File: src/rtl/testdec_mux_pipe_if.sv
// Handshake/bus bundle for testdec_mux_pipe.
//   din       : flat input bus, input i at [i*DATA_WIDTH +: DATA_WIDTH]
//   sel       : input index
//   in_valid  : din/sel valid          in_ready  : block accepts a beat
//   dout      : selected data          out_err   : beat had an out-of-range sel
//   out_valid : dout/out_err valid     out_ready : downstream accepts a beat
//   err_clr   : synchronous clear of err_cnt
//   err_cnt   : count of accepted out-of-range beats (saturating)
// master drives the upstream/downstream side, slave is the mux pipeline.
interface testdec_mux_pipe_if #(
  parameter int NUM_INPUTS = 14,
  parameter int DATA_WIDTH = 128
);
  localparam int SEL_WIDTH = (NUM_INPUTS > 1) ? $clog2(NUM_INPUTS) : 1;

  logic [NUM_INPUTS*DATA_WIDTH-1:0] din;
  logic [SEL_WIDTH-1:0]             sel;
  logic                             in_valid;
  logic                             in_ready;
  logic [DATA_WIDTH-1:0]            dout;
  logic                             out_err;
  logic                             out_valid;
  logic                             out_ready;
  logic                             err_clr;
  logic [15:0]                      err_cnt;

  modport master (
    output din, sel, in_valid, out_ready, err_clr,
    input  in_ready, dout, out_err, out_valid, err_cnt
  );

  modport slave (
    input  din, sel, in_valid, out_ready, err_clr,
    output in_ready, dout, out_err, out_valid, err_cnt
  );
endinterface

File: src/rtl/testdec_mux_pipe.sv
// Pipelined N:1 data mux with valid/ready handshake and out-of-range error
// counting. The full mux is resolved in front of stage 1; later stages are
// plain bubble-collapsing register slices, so dout/out_err/out_valid come
// straight from the last stage's flops.
//   ap_clk : clock, rising edge
//   ap_rst : asynchronous active-high reset
//   bus    : testdec_mux_pipe_if.slave (din/sel/in_valid/in_ready,
//            dout/out_err/out_valid/out_ready, err_clr/err_cnt)
module testdec_mux_pipe #(
  parameter int NUM_INPUTS = 14,
  parameter int DATA_WIDTH = 128,
  parameter int NUM_STAGE  = 2
) (
  input  logic                 ap_clk,
  input  logic                 ap_rst,
  testdec_mux_pipe_if.slave    bus
);
  localparam int SEL_WIDTH = (NUM_INPUTS > 1) ? $clog2(NUM_INPUTS) : 1;

  logic [DATA_WIDTH-1:0] mux_data;
  logic                  mux_err;

  logic [NUM_STAGE-1:0]  stg_v;
  logic [NUM_STAGE-1:0]  stg_e;
  logic [DATA_WIDTH-1:0] stg_d [NUM_STAGE];
  logic [NUM_STAGE-1:0]  adv;
  logic                  hole;

  logic                  accept;
  logic                  accept_err;
  logic [15:0]           err_cnt_q;

  // Out-of-range selects fall through with zero data and the error flag set.
  always_comb begin
    mux_data = '0;
    mux_err  = 1'b1;
    for (int unsigned i = 0; i < NUM_INPUTS; i++) begin
      if (bus.sel == SEL_WIDTH'(i)) begin
        mux_data = bus.din[i*DATA_WIDTH +: DATA_WIDTH];
        mux_err  = 1'b0;
      end
    end
  end

  // A stage may advance when there is a free slot anywhere downstream of it
  // or the last stage is draining; computing it as an accumulated "hole seen"
  // flag from the output side keeps the chain free of combinational loops.
  always_comb begin
    hole = bus.out_ready;
    adv  = '0;
    for (int unsigned j = NUM_STAGE; j > 0; j--) begin
      hole     = hole || !stg_v[j-1];
      adv[j-1] = hole;
    end
  end

  assign accept     = bus.in_valid && adv[0];
  assign accept_err = accept && mux_err;

  always_ff @(posedge ap_clk or posedge ap_rst) begin
    if (ap_rst) begin
      stg_v <= '0;
      stg_e <= '0;
      for (int unsigned k = 0; k < NUM_STAGE; k++) begin
        stg_d[k] <= '0;
      end
    end else begin
      if (adv[0]) begin
        stg_v[0] <= bus.in_valid;
        stg_d[0] <= mux_data;
        stg_e[0] <= mux_err;
      end
      for (int unsigned k = 1; k < NUM_STAGE; k++) begin
        if (adv[k]) begin
          stg_v[k] <= stg_v[k-1];
          stg_d[k] <= stg_d[k-1];
          stg_e[k] <= stg_e[k-1];
        end
      end
    end
  end

  // Clear takes effect before counting, so clear+error in one cycle yields 1.
  always_ff @(posedge ap_clk or posedge ap_rst) begin
    if (ap_rst) begin
      err_cnt_q <= '0;
    end else if (accept_err) begin
      if (bus.err_clr) begin
        err_cnt_q <= 16'd1;
      end else if (err_cnt_q != '1) begin
        err_cnt_q <= err_cnt_q + 16'd1;
      end
    end else if (bus.err_clr) begin
      err_cnt_q <= '0;
    end
  end

  assign bus.in_ready  = adv[0];
  assign bus.out_valid = stg_v[NUM_STAGE-1];
  assign bus.dout      = stg_d[NUM_STAGE-1];
  assign bus.out_err   = stg_e[NUM_STAGE-1];
  assign bus.err_cnt   = err_cnt_q;
endmodule

File: src/flat_wrapper.sv
// flat-port wrapper written by rule: the top's interface ports become plain ports
module testdec_mux_pipe_flat 
#(
  parameter int NUM_INPUTS = 14,
  parameter int DATA_WIDTH = 128,
  parameter int NUM_STAGE  = 2
)
  (ap_clk, ap_rst, bus_din, bus_sel, bus_in_valid, bus_out_ready, bus_err_clr, bus_in_ready, bus_dout, bus_out_err, bus_out_valid, bus_err_cnt);
  testdec_mux_pipe_if #(.NUM_INPUTS(NUM_INPUTS), .DATA_WIDTH(DATA_WIDTH)) bus_i ();
  input  logic ap_clk;
  input  logic ap_rst;
  input wire logic [$bits(bus_i.din)-1:0] bus_din;
  input wire logic [$bits(bus_i.sel)-1:0] bus_sel;
  input wire logic [$bits(bus_i.in_valid)-1:0] bus_in_valid;
  input wire logic [$bits(bus_i.out_ready)-1:0] bus_out_ready;
  input wire logic [$bits(bus_i.err_clr)-1:0] bus_err_clr;
  output wire logic [$bits(bus_i.in_ready)-1:0] bus_in_ready;
  output wire logic [$bits(bus_i.dout)-1:0] bus_dout;
  output wire logic [$bits(bus_i.out_err)-1:0] bus_out_err;
  output wire logic [$bits(bus_i.out_valid)-1:0] bus_out_valid;
  output wire logic [$bits(bus_i.err_cnt)-1:0] bus_err_cnt;
  assign bus_i.din = bus_din;
  assign bus_i.sel = bus_sel;
  assign bus_i.in_valid = bus_in_valid;
  assign bus_i.out_ready = bus_out_ready;
  assign bus_i.err_clr = bus_err_clr;
  assign bus_in_ready = bus_i.in_ready;
  assign bus_dout = bus_i.dout;
  assign bus_out_err = bus_i.out_err;
  assign bus_out_valid = bus_i.out_valid;
  assign bus_err_cnt = bus_i.err_cnt;
  testdec_mux_pipe #(.NUM_INPUTS(NUM_INPUTS), .DATA_WIDTH(DATA_WIDTH), .NUM_STAGE(NUM_STAGE)) u_core (.ap_clk(ap_clk), .ap_rst(ap_rst), .bus(bus_i));
endmodule
File: config.mk
export PLATFORM = sky130hd
export DESIGN_NAME = testdec_mux_pipe_flat
export DESIGN_NICKNAME = d
export VERILOG_FILES = /design/src/rtl/testdec_mux_pipe_if.sv /design/src/rtl/testdec_mux_pipe.sv /design/src/flat_wrapper.sv
export SDC_FILE = /design/constraint.sdc
export NUM_CORES = 1
export LEC_CHECK = 0
export ABC_AREA = 0
export ABC_CLOCK_PERIOD_IN_PS = 9000
export CORE_AREA = 2 2 756 758
export DETAILED_ROUTE_END_ITERATION = 7
export DIE_AREA = 0 0 758 760
export GPL_TIMING_DRIVEN = 0
export PLACE_DENSITY = 0.3
export SYNTH_ARGS = -nofsm -noshare
export SYNTH_HDL_FRONTEND = slang
export SYNTH_SLANG_ARGS = --single-unit
File: constraint.sdc
create_clock -name ap_clk -period 9 [get_ports ap_clk]
set_input_delay 1.8 -clock ap_clk [delete_from_list [all_inputs] [get_ports ap_clk]]
set_output_delay 1.8 -clock ap_clk [all_outputs]
set_load 0.005 [all_outputs]
==> summary.md <==
| Metric | Value |
|---|---|
| Synth Flop Type | `dfrtp_1` |
| Crit path required time | `7200 ps` |
| Final nets | `7292` |
| Critical Path Sink Type | `output port` |
| Pwr/cell area | `133 nW/um^2` |
| Number of synthesized flops with an enable pin | `0` |
| Combinational share of power | `between 50% and 60%` |
| Drt pass-1 iters | `5` |
| Number of global-route vias before repair | `43.4k` |
| Max-Slew Margin vs Limit | `-14.0%` |
| Seq pwr share | `between 20% and 30%` |
| Hold Buf Count CTS | `0` |
| Crit. path cell count | `8` |
| Mapped cell area | `approximately 28000 um^2` |
| Sum Neg Setup Slack | `0 ps` |
| CTS Buf Count | `53` |
| Async S/R FF share, synth | `100%` |
| Vias per Instance | `3.41` |
| First-pass GRT wire length | `roughly 790 mm` |
| WHS Path Cells | `1` |
| Startpoint types | `input port` |
| Critical Path Max Stage Delay | `840 ps` |
| CP arrival | `about 6700 ps` |
| GP Congestion | `0.902` |
| CTS sink cnt | `276` |
| Worst Max-Slew Pin Slew | `around 1700 ps` |
| Hold WS | `464 ps` |
| DR iter-0 viols | `4409` |
| Worst path cell trace | `clkdlybuf4s50_1, and3b_1, buf_2, clkinv_1, buf_2, clkbuf_1, clkbuf_4, clkdlybuf4s50_1` |
| Post-layout min period | `8500 ps` |
| Rows | `277` |
| Yosys warning count | `0` |
| Resize count post-CTS | `0` |
| Vias | `between 40k and 50k` |
| Worst vdd ir | `182 uV` |
| Clk pin slew, worst setup/hold paths | `~60 ps` |
| Die area | `just under 600000 um^2` |
| H-tree levels | `2` |
| Post-Syn Nets | `5190` |
| Max Slew Vio Count | `22` |
| Detailed-route wire length | `about 700 mm` |
| DP Worst Slack | `205 ps` |
| Routed len/inst | `52.5 um` |
| CTS tree | `done` |
| R2R depth | `7` |
| Net Sw Frac | `44.8%` |
| I/O pins | `1948` |
| Yosys reg bits | `276` |
| Buf/Inv on CP | `7` |
| DP Wirelength | `617 mm` |
| Violated checks | `capacitance limit, slew limit` |
| Die height | `roughly 760 um` |
| Initial antenna violation count | `666` |
| Final Hold Viols | `0` |
| Register area share after synthesis | `24.5%` |
| Commonest cells after routing, fill and taps aside | `clkdlybuf4s50_1 (1944), o21ai_0 (401), dfrtp_1 (276), nand2_1 (231), nor2_1 (217)` |
| Port bufs | `slightly below 2k` |
| Gr ovfl total | `0` |
| Worst Clk Skew | `approximately 110 ps` |
| Commonest non-fill, non-tap cell in the layout | `clkdlybuf4s50_1` |
| Mapped Avg Cell Area | `8.32 um^2` |
| Seq. cell area | `6910 um^2` |
| P&R area growth vs syn | `119%` |
| Largest net degree at the start of global routing | `32` |
| Cells after Synth | `3388` |
| Final ANT Viol Nets | `0` |
| Die width | `758 um` |
| Clk network pwr share | `29.2%` |
| Setup bufs post-CTS | `0` |
| Worst path top cell family by delay | `buffers and inverters` |
| Final setup fails | `0` |
| Sw Pwr | `roughly 3.7 mW` |
| Clock Latency Late Sink | `800 ps` |
| Internal cell power | `4.56 mW` |
| Worst-path fanout max | `10` |
| DRC viols | `0` |
| Footprint of the multi-input gates | `18500 um^2` |
| CTS root buffer | `clkbuf_16` |
| Initial core utilization | `roughly 5.0%` |
| GRT Util Overall | `a little under a quarter` |
| Post-route setup slack | `about 500 ps` |
| CORE AREA | `568000 um^2` |
| Fillcell total | `~66k` |
| Crit-path slowest cell | `buf_2` |
| Status | `finished with violations` |
| CP Class | `input port to output port` |
| RSZ-0062 raised after global routing | `no` |
| Max clock buf depth | `3` |
| Hold Crit Class | `flip-flop to flip-flop` |
| Layout cells sized above 1 | `roughly 15%` |
| Peak Freq | `roughly 0.12 GHz` |
| Period utilisation layout | `between 90% and 100%` |
| Maxcap violations | `2` |
| Netlist cell types | `80` |
| Leakage | `slightly above 20 nW` |
==> final timing paths <==
kind / from / endpoint / slack (ps)
max reg2reg: u_core.stg_v[1]$_DFFE_PP0P_ / u_core.stg_d[225]$_DFFE_PP0N_ / 3940
min: u_core.stg_v[0]$_DFFE_PP0N_ / u_core.stg_v[1]$_DFFE_PP0P_ / 460
min in group asynchronous: ap_rst / u_core.bus.dout[75]$_DFFE_PP0P_ / 1470
max: bus_out_ready / bus_in_ready / 500
min reg2reg: u_core.stg_v[0]$_DFFE_PP0N_ / u_core.stg_v[1]$_DFFE_PP0P_ / 460
max in group asynchronous: ap_rst / u_core.bus.dout[122]$_DFFE_PP0P_ / 5630
==> per-stage QoR <==
stage / std cells / utilization, % / power, mW / instance area (um^2)
CTS: 13100 / 10.8 / 8.41 / 61300
finish: 13300 / 10.9 / 8.25 / 61800
floorplan: 3388 / - / 2.72 / 28200
global route: 13100 / 10.8 / 8.51 / 61500
global placement: 12900 / 10.1 / 5.77 / 57100
detailed placement: 13000 / 10.5 / 5.89 / 59400
==> Yosys cell counts, types with 98 or more instances <==
cell type / n / area, um^2
a21oi_1: 202 / 1010
a22oi_1: 98 / 736
buf_2: 108 / 541
buf_4: 160 / 1200
clkbuf_1: 199 / 747
dfrtp_1: 276 / 6910
mux2_2: 157 / 1770
mux2i_1: 213 / 2130
nand2_1: 232 / 871
nor2_1: 222 / 833
o21ai_0: 401 / 2010
o22ai_1: 184 / 1150
==> final cells by class <==
| type | count | share of cell area (%) |
|---|---|---|
| buffer | 511 | 4.71 |
| clock buffer | 72 | 2.50 |
| sequential | 276 | 11.2 |
| inverter | 12 | 0.0789 |
| multi-input combinational | 2589 | 30.0 |
| tap | 7533 | 15.2 |
| antenna | 187 | 0.757 |
| clock inverter | 28 | 0.562 |
| timing repair buffer | 2047 | 35.0 |
==> sequential cells by signal (all words and copies together) (netlist names) <==
name,count
u_core.stg_e,2
u_core.bus.err_cnt,16
u_core.bus.dout,128
u_core.stg_d,128
u_core.stg_v,2
==> cells by family after synthesis <==
kind of cell               share of synthesized area, %
AOI/OAI and AO/OA                                  34.9
and+or+nand+nor                                    11.5
buffers and inverters                              9.95
muxes                                              18.7
DFF                                                24.5
xor gates and xnor gates                          0.311
adders and majority gates                        0.0444
==> power groups by stage <==
stage	Clock, mW	Sequential (mW)	Combinational (mW)
after floorplan	0	1.59	1.12
after global placement	0	1.71	4.06
after detailed placement	0	1.71	4.18
after CTS	2.52	1.69	4.20
after global routing	2.52	1.71	4.28
final	2.41	1.69	4.15
==> layer usage <==
layer | track usage, % | vias to the layer above | part of all wire, %
met5 | 0 | - | 0.29
met4 | 6.18 | 296 | 3.1
met3 | 9.67 | 972 | 11
met2 | 35.1 | 3483 | 42
met1 | 30.0 | 22800 | 43
li1 | - | 17700 | -
Note: power is estimated with default switching activity, not from simulation.
